`config.mk`:
```
export PLATFORM = sky130hd
export DESIGN_NAME = alu_md_flat
export DESIGN_NICKNAME = d
export VERILOG_FILES = /design/src/rtl/alu_md_pkg.sv /design/src/rtl/alu_md_if.sv /design/src/rtl/alu_core.sv /design/src/rtl/alu_md.sv /design/src/flat_wrapper.sv
export SDC_FILE = /design/constraint.sdc
export NUM_CORES = 1
export LEC_CHECK = 0
export ABC_CLOCK_PERIOD_IN_PS = 7500
export BUFFER_PORTS_ARGS = -buffer_cell sky130_fd_sc_hd__buf_2
export CORE_UTILIZATION = 36
export DETAILED_ROUTE_END_ITERATION = 8
export PLACE_DENSITY_LB_ADDON = 0.25
export SYNTH_ARGS = -nofsm -noshare
export SYNTH_HDL_FRONTEND = slang
export SYNTH_SLANG_ARGS = --single-unit
```
`constraint.sdc`:
```
create_clock -name clk -period 7.5 [get_ports clk]
set_input_delay 0.75 -clock clk [delete_from_list [all_inputs] [get_ports clk]]
set_output_delay 0.75 -clock clk [all_outputs]
set_load 0.005 [all_outputs]
```
`src/rtl/alu_md_pkg.sv`:
```
// Shared op-code constants, FSM state type and latency constants for alu_md.
package alu_md_pkg;

    typedef enum logic [1:0] {IDLE, CALC, FIX, DONE} state_t;

    // Base ops (op[4] = 0); LT/LTU share the SLT/SLTU encodings
    localparam logic [3:0] OP_ADD  = 4'd0;
    localparam logic [3:0] OP_SUB  = 4'd1;
    localparam logic [3:0] OP_AND  = 4'd2;
    localparam logic [3:0] OP_OR   = 4'd3;
    localparam logic [3:0] OP_XOR  = 4'd4;
    localparam logic [3:0] OP_SLL  = 4'd5;
    localparam logic [3:0] OP_SRL  = 4'd6;
    localparam logic [3:0] OP_SRA  = 4'd7;
    localparam logic [3:0] OP_SLT  = 4'd8;
    localparam logic [3:0] OP_SLTU = 4'd9;
    localparam logic [3:0] OP_JALR = 4'd10;
    localparam logic [3:0] OP_EQ   = 4'd11;
    localparam logic [3:0] OP_NE   = 4'd12;
    localparam logic [3:0] OP_GE   = 4'd13;
    localparam logic [3:0] OP_GEU  = 4'd14;
    localparam logic [3:0] OP_LT   = OP_SLT;
    localparam logic [3:0] OP_LTU  = OP_SLTU;
    localparam logic [3:0] OP_BAD  = 4'd15;

    // M ops (op[4] = 1, op[3] = 0)
    localparam logic [2:0] M_MUL    = 3'd0;
    localparam logic [2:0] M_MULH   = 3'd1;
    localparam logic [2:0] M_MULHSU = 3'd2;
    localparam logic [2:0] M_MULHU  = 3'd3;
    localparam logic [2:0] M_DIV    = 3'd4;
    localparam logic [2:0] M_DIVU   = 3'd5;
    localparam logic [2:0] M_REM    = 3'd6;
    localparam logic [2:0] M_REMU   = 3'd7;

    // Iterative ops finish XLEN + LAT_ITER_EXTRA edges after the start
    localparam int LAT_BASE       = 1;
    localparam int LAT_ITER_EXTRA = 2;

endpackage

```
`src/rtl/alu_md_if.sv`:
```
// Request/result bundle between an alu_md user (master) and the unit (slave).
interface alu_md_if #(parameter int XLEN = 32);
    logic            start;
    logic [4:0]      op;
    logic [XLEN-1:0] A;
    logic [XLEN-1:0] B;
    logic            busy;
    logic            done;
    logic [XLEN-1:0] Q;
    logic            Z;
    logic            err;

    modport master (output start, op, A, B, input busy, done, Q, Z, err);
    modport slave  (input start, op, A, B, output busy, done, Q, Z, err);
endinterface

```
`src/rtl/alu_core.sv`:
```
// Combinational base-op datapath: add/sub, logic, shifts, compares, branch predicates.
module alu_core
    import alu_md_pkg::*;
#(
    parameter int XLEN = 32
) (
    input  logic [XLEN-1:0] a,
    input  logic [XLEN-1:0] b,
    input  logic [3:0]      op,
    output logic [XLEN-1:0] result
);
    localparam int SW = $clog2(XLEN);

    logic [XLEN-1:0] sum;
    logic [SW-1:0]   shamt;
    logic            lt;
    logic            ltu;

    assign sum   = a + b;
    assign shamt = b[SW-1:0];
    assign lt    = $signed(a) < $signed(b);
    assign ltu   = a < b;

    always_comb begin
        result = '0;
        case (op)
            OP_ADD:  result = sum;
            OP_SUB:  result = a - b;
            OP_AND:  result = a & b;
            OP_OR:   result = a | b;
            OP_XOR:  result = a ^ b;
            OP_SLL:  result = a << shamt;
            OP_SRL:  result = a >> shamt;
            OP_SRA:  result = $unsigned($signed(a) >>> shamt);
            OP_SLT:  result = {{(XLEN-1){1'b0}}, lt};
            OP_SLTU: result = {{(XLEN-1){1'b0}}, ltu};
            OP_JALR: result = {sum[XLEN-1:1], 1'b0};
            OP_EQ:   result = {{(XLEN-1){1'b0}}, a == b};
            OP_NE:   result = {{(XLEN-1){1'b0}}, a != b};
            OP_GE:   result = {{(XLEN-1){1'b0}}, ~lt};
            OP_GEU:  result = {{(XLEN-1){1'b0}}, ~ltu};
            default: result = '0;
        endcase
    end
endmodule

```
`src/rtl/alu_md.sv`:
```
// ALU with iterative RISC-V M-extension unit; the divider is only built when ALU_MD_DIV_EN is defined.
module alu_md
    import alu_md_pkg::*;
#(
    parameter int XLEN     = 32,
    parameter int MUL_FAST = 0
) (
    input  logic     clk,
    input  logic     reset,
    alu_md_if.slave  bus
);
    localparam int CW = $clog2(XLEN);

    state_t            state, state_nx;
    logic [XLEN-1:0]   a_r, b_r, hi, lo, mc, res_r, q_r, core_q, fast_q, final_q, fix_q, a_mag, b_mag;
    logic [4:0]        op_r;
    logic [CW-1:0]     cnt;
    logic              iter_r, sgn_p, z_r, err_r, done_r, go_iter, a_neg, b_neg, fast_err;
    logic [XLEN:0]     msum;
    logic [2*XLEN-1:0] prod_s, fprod;
`ifdef ALU_MD_DIV_EN
    logic              sgn_r, b_zero, ovf;
    logic [XLEN:0]     dshift, dsub;
    assign b_zero = bus.B == '0;
    assign ovf    = ~bus.op[0] & (bus.A == {1'b1, {(XLEN-1){1'b0}}}) & (&bus.B);
    assign dshift = {hi, lo[XLEN-1]};
    assign dsub   = dshift - {1'b0, mc};
`endif

    // Decide at accept time whether the op needs the shift/add engine
    always_comb begin
        go_iter = 1'b0;
        if (bus.op[4] && !bus.op[3]) begin
            if (!bus.op[2]) go_iter = (MUL_FAST == 0);
`ifdef ALU_MD_DIV_EN
            else            go_iter = !b_zero && !ovf;
`endif
        end
    end

    // Operate on magnitudes; signs are re-applied in FIX
    always_comb begin
        a_neg = 1'b0;
        b_neg = 1'b0;
        if (!bus.op[2]) begin
            a_neg = bus.A[XLEN-1] & (bus.op[1:0] == 2'd1 || bus.op[1:0] == 2'd2);
            b_neg = bus.B[XLEN-1] & (bus.op[1:0] == 2'd1);
        end
`ifdef ALU_MD_DIV_EN
        else begin
            a_neg = bus.A[XLEN-1] & ~bus.op[0];
            b_neg = bus.B[XLEN-1] & ~bus.op[0];
        end
`endif
        a_mag = a_neg ? -bus.A : bus.A;
        b_mag = b_neg ? -bus.B : bus.B;
    end

    always_ff @(posedge clk or posedge reset) begin
        if (reset) state <= IDLE;
        else       state <= state_nx;
    end

    always_comb begin
        state_nx = state;
        case (state)
            IDLE:    if (bus.start) state_nx = go_iter ? CALC : DONE;
            CALC:    if (cnt == '0) state_nx = FIX;
            FIX:     state_nx = DONE;
            DONE:    state_nx = IDLE;
            default: state_nx = IDLE;
        endcase
    end

    assign msum = {1'b0, hi} + (lo[0] ? {1'b0, mc} : {(XLEN+1){1'b0}});

    always_comb begin
        prod_s = sgn_p ? -{hi, lo} : {hi, lo};
        fix_q  = (op_r[1:0] == 2'd0) ? prod_s[XLEN-1:0] : prod_s[2*XLEN-1:XLEN];
`ifdef ALU_MD_DIV_EN
        if (op_r[2]) fix_q = op_r[1] ? (sgn_r ? -hi : hi) : (sgn_p ? -lo : lo);
`endif
    end

    alu_core #(.XLEN(XLEN)) u_core (.a(a_r), .b(b_r), .op(op_r[3:0]), .result(core_q));

    if (MUL_FAST != 0) begin : g_fast_mul
        logic sa, sb;
        assign sa    = a_r[XLEN-1] & (op_r[1:0] == 2'd1 || op_r[1:0] == 2'd2);
        assign sb    = b_r[XLEN-1] & (op_r[1:0] == 2'd1);
        assign fprod = {{XLEN{sa}}, a_r} * {{XLEN{sb}}, b_r};
    end else begin : g_no_fast_mul
        assign fprod = '0;
    end

    // Single-cycle results: base ops, fast multiply, divide special cases, unsupported ops
    always_comb begin
        fast_q   = '0;
        fast_err = 1'b0;
        if (!op_r[4]) begin
            if (op_r[3:0] == OP_BAD) fast_err = 1'b1;
            else                     fast_q   = core_q;
        end else if (op_r[3]) begin
            fast_err = 1'b1;
        end else if (!op_r[2]) begin
            fast_q = (op_r[1:0] == 2'd0) ? fprod[XLEN-1:0] : fprod[2*XLEN-1:XLEN];
        end else begin
`ifdef ALU_MD_DIV_EN
            if (b_r == '0) fast_q = op_r[1] ? a_r : '1;
            else           fast_q = op_r[1] ? '0 : a_r;
`else
            fast_err = 1'b1;
`endif
        end
        final_q = iter_r ? res_r : fast_q;
    end

    always_ff @(posedge clk or posedge reset) begin
        if (reset) begin
            a_r <= '0; b_r <= '0; op_r <= '0; iter_r <= 1'b0; sgn_p <= 1'b0;
            hi <= '0; lo <= '0; mc <= '0; cnt <= '0; res_r <= '0;
            q_r <= '0; z_r <= 1'b1; err_r <= 1'b0; done_r <= 1'b0;
`ifdef ALU_MD_DIV_EN
            sgn_r <= 1'b0;
`endif
        end else begin
            done_r <= 1'b0;
            case (state)
                IDLE: if (bus.start) begin
                    a_r <= bus.A; b_r <= bus.B; op_r <= bus.op; iter_r <= go_iter;
                    hi <= '0; lo <= a_mag; mc <= b_mag; sgn_p <= a_neg ^ b_neg;
                    cnt <= CW'(XLEN-1);
`ifdef ALU_MD_DIV_EN
                    sgn_r <= a_neg;
`endif
                end
                CALC: begin
                    cnt <= cnt - 1'b1;
                    if (!op_r[2]) begin
                        hi <= msum[XLEN:1];
                        lo <= {msum[0], lo[XLEN-1:1]};
                    end
`ifdef ALU_MD_DIV_EN
                    else begin
                        hi <= dsub[XLEN] ? dshift[XLEN-1:0] : dsub[XLEN-1:0];
                        lo <= {lo[XLEN-2:0], ~dsub[XLEN]};
                    end
`endif
                end
                FIX:  res_r <= fix_q;
                DONE: begin
                    q_r    <= final_q;
                    z_r    <= final_q == '0;
                    err_r  <= iter_r ? 1'b0 : fast_err;
                    done_r <= 1'b1;
                end
                default: ;
            endcase
        end
    end

    assign bus.busy = state != IDLE;
    assign bus.done = done_r;
    assign bus.Q    = q_r;
    assign bus.Z    = z_r;
    assign bus.err  = err_r;
endmodule

```
`src/flat_wrapper.sv`:
```
// flat-port wrapper written by rule: the top's interface ports become plain ports
module alu_md_flat import alu_md_pkg::*;
#(
    parameter int XLEN     = 32,
    parameter int MUL_FAST = 0
)
  (clk, reset, bus_start, bus_op, bus_A, bus_B, bus_busy, bus_done, bus_Q, bus_Z, bus_err);
  alu_md_if #(.XLEN(XLEN)) bus_i ();
  input  logic clk;
  input  logic reset;
  input wire logic [$bits(bus_i.start)-1:0] bus_start;
  input wire logic [$bits(bus_i.op)-1:0] bus_op;
  input wire logic [$bits(bus_i.A)-1:0] bus_A;
  input wire logic [$bits(bus_i.B)-1:0] bus_B;
  output wire logic [$bits(bus_i.busy)-1:0] bus_busy;
  output wire logic [$bits(bus_i.done)-1:0] bus_done;
  output wire logic [$bits(bus_i.Q)-1:0] bus_Q;
  output wire logic [$bits(bus_i.Z)-1:0] bus_Z;
  output wire logic [$bits(bus_i.err)-1:0] bus_err;
  assign bus_i.start = bus_start;
  assign bus_i.op = bus_op;
  assign bus_i.A = bus_A;
  assign bus_i.B = bus_B;
  assign bus_busy = bus_i.busy;
  assign bus_done = bus_i.done;
  assign bus_Q = bus_i.Q;
  assign bus_Z = bus_i.Z;
  assign bus_err = bus_i.err;
  alu_md #(.XLEN(XLEN), .MUL_FAST(MUL_FAST)) u_core (.clk(clk), .reset(reset), .bus(bus_i));
endmodule
```
==> results.ini <==
[worst_setup_path]
end_kind=flip-flop
critical_path_class=reg -> reg
path_max_fanout=61
worstSetupStartpointType=flip-flop
critPathTopFamily=simple AND/OR/NAND/NOR gates
cp.required_ps=7970
path_common_cell=or4_1
worst_path_max_delay_cell=dfrtp_4
crit_chain=buf_4 -> mux2_2 -> mux4_2 -> o22ai_1 -> o2bb2ai_1 -> nand2_1 -> a31oi_1 -> or4_1 -> or4_1 -> or4_1 -> nor4_1 -> nand4_1 -> o32ai_2
crit_arrival_ps=6420
path_buf_inv=1
max_stage_delay_ps=1060

[route]
drc=0
drtIter0Drc=3050
vias_per_cell=6.557
wl_mm=125.2
via_count=25370
drt-wirelength-per-cell_um=32.35
ant_nets=0
dr.pass1.iters=7

[yosys]
synthArstFlopShare=1.000
synth-compound-area-share=0.2604
yosys_warnings=0
synth_area_per_cell_um2=8.095
synth_top_family_by_area=compound AO/OA/AOI/OAI gates
synth_seq_cells=240
synth.mux.area_fraction=0.1195
synth_flop_cell=dfrtp_1
syn_inst=2967
synth_cell_types=92
syn_area_um2=24020
syn-num-nets=3182
synth-xor-area-share=0.06090
synth_fa_ha_area_frac=0.07543
ys_seq_area_frac=0.2501
synth_edf_count=0
yosys.area_share.simple=0.1740

[grt]
antenna_found_initial=11
grt_pass1_wl_mm=177.4
gr-usage-all-layers=0.3645
grt_overflow_total=0
grt_pass1_vias=24113
grt_max_degree=163

[die]
pin_count=108
coreArea_um2=65860
dieWidth_um=260.3
dieArea_um2=67750
start_util=0.3647
dieHeight_um=260.3
rows=94

[clock_tree]
cts_buffers=34
clk-insertion-delay-late_ps=580
post_cts_resize_count=0
path_clk_slew_ps=60
cts.sinks=240
post_cts_buffers=0
root_buffer=clkbuf_16
cts_tree=done
clockBufferDepth=3
htreeDepth=2
ctsHoldBuffers=0

[sta]
worst_pin_slew_ps=1179
rsz0062_at_grt=false
fmax_mhz=167.9
setup_violations=0
finalCritPeriodShare=0.7941
report.final.slew_viol_count=0
relSlewSlack=0.2138
finClkSkew_ps=25.35
finalHoldViolCount=0
setup_tns_ps=0
min_period_ps=5956

[worst_hold_path]
hp-class=in -> async

[place]
port_buffers=107
dp_hpwl_mm=97.75
place_congestion=1.092

[layout]
layout_commonest_cell=nand2_1
final_cell_mix=nand2_1, o21ai_0, dfrtp_1, nor2_1, a21oi_1
finalNetCount=3192
multi_input_area_um2=16650
syn_to_final_growth_pct=10.78
fillers=6758
seq_area_um2=6017
drive_above_1_share=0.1532

[run_status]
status=complete, no violations

[run]
drv_cap=0

[sequential cells by signal (all words and copies together), names as in the netlist]
signal	count
u_core.state	2
u_core.hi	32
u_core.a_r	32
u_core.b_r	31
u_core.bus.Z	1
u_core.bus.err	1
u_core.sgn_p	1
u_core.cnt	5
u_core.mc	32
u_core.op_r	5
u_core.bus.done	1
u_core.iter_r	1
u_core.bus.Q	32
u_core.lo	32
u_core.res_r	32
[per-stage QoR]
step	instances	util	area, um^2	hold WS (ps)	setup slack, ps
floorplan	2967	-	24020	442.4	163.5
global placement	3805	0.3863	25450	462.5	1702
detailed placement	3805	0.3863	25450	466.8	1770
CTS	3867	0.4039	26600	260.7	1704
global route	3867	0.4039	26600	288.9	1467
finish	3869	0.4040	26610	236.1	1544
[synth_stat cells (13+ instances only)]
cell type  count  area, um^2
inv_1        155       581.8
nor2_1       205       769.5
buf_2         14       70.07
mux2_2       133        1498
a22oi_1       16       120.1
buf_1         35       131.4
o21bai_1      13       97.59
mux2i_1       78       780.8
or4_1         21       157.7
a21o_1        26       195.2
clkbuf_1     151       566.8
ha_1         140        1752
o22ai_1       28       175.2
and2_1        49       306.5
nand4_1       18       112.6
nor2b_1       15       93.84
xor2_1        67       586.8
nor3_1        53       265.3
or2_2         14       87.58
nand2_1      305        1145
o41ai_1       25       219.0
xnor2_1      100       875.8
mux4_2        25       563.0
a211oi_1      29       217.7
nand3_1       52       260.3
o21ai_0      237        1186
o211ai_1      69       518.0
o31ai_1       46       345.3
a221oi_1      19       166.4
nand2b_1      30       187.7
o21a_1        15       112.6
a22o_1        33       289.0
a21oi_1      202        1011
or3_1         26       162.7
dfrtp_1      239        5981
nor4_1        25       156.4
a2111oi_0     13       113.9
a31oi_1       36       225.2
[final timing paths]
check                                              start                          to  slack [ps]  depth (start not counted)
worst min register to register  u_core.mc[7]$_DFFE_PP0P_    u_core.mc[7]$_DFFE_PP0P_         480                          2
worst min-delay path                               reset   u_core.mc[30]$_DFFE_PP0P_         240                          2
worst max-delay path            u_core.mc[0]$_DFFE_PP0P_    u_core.bus.Z$_DFFE_PP1P_        1540                         13
min in group clk                               bus_op[4]  u_core.op_r[4]$_DFFE_PP0P_         450                          2
max in group asynchronous                          reset    u_core.mc[0]$_DFFE_PP0P_        5550                          3
worst max register to register  u_core.mc[0]$_DFFE_PP0P_    u_core.bus.Z$_DFFE_PP1P_        1540                         13
[final cells by class]
class                           instances  share of cell area
Clock buffer                           46             0.03630
Antenna cell                            2           0.0001881
Sequential cell                       240              0.2261
Tap cell                              864             0.04063
Inverter                              159             0.02271
Multi-Input combinational cell       2362              0.6256
Timing Repair Buffer                  180             0.04119
Clock inverter                         16            0.007195
[metal layers]
layer  global-route usage  wire [um]  vias up
met3              0.09975      14280      331
met5                    0         84        -
met4               0.1956       7764       14
li1                     -          -    10920
met1               0.4946      51880    12524
met2               0.5219      51160     1581
[logic make-up (layout without fill, tap and decap cells)]
family          count (synthesis)  in the layout
xor+xnor                      167            167
other cells                     0              2
compound gates                946            946
fa+ha+maj                     143            143
mux                           238            238
simple gates                  868            868
buf+inv                       365            401
flops                         240            240
Power is not shown: default switching activity piles up to over one toggle a cycle in this logic, so the estimate is an artifact.
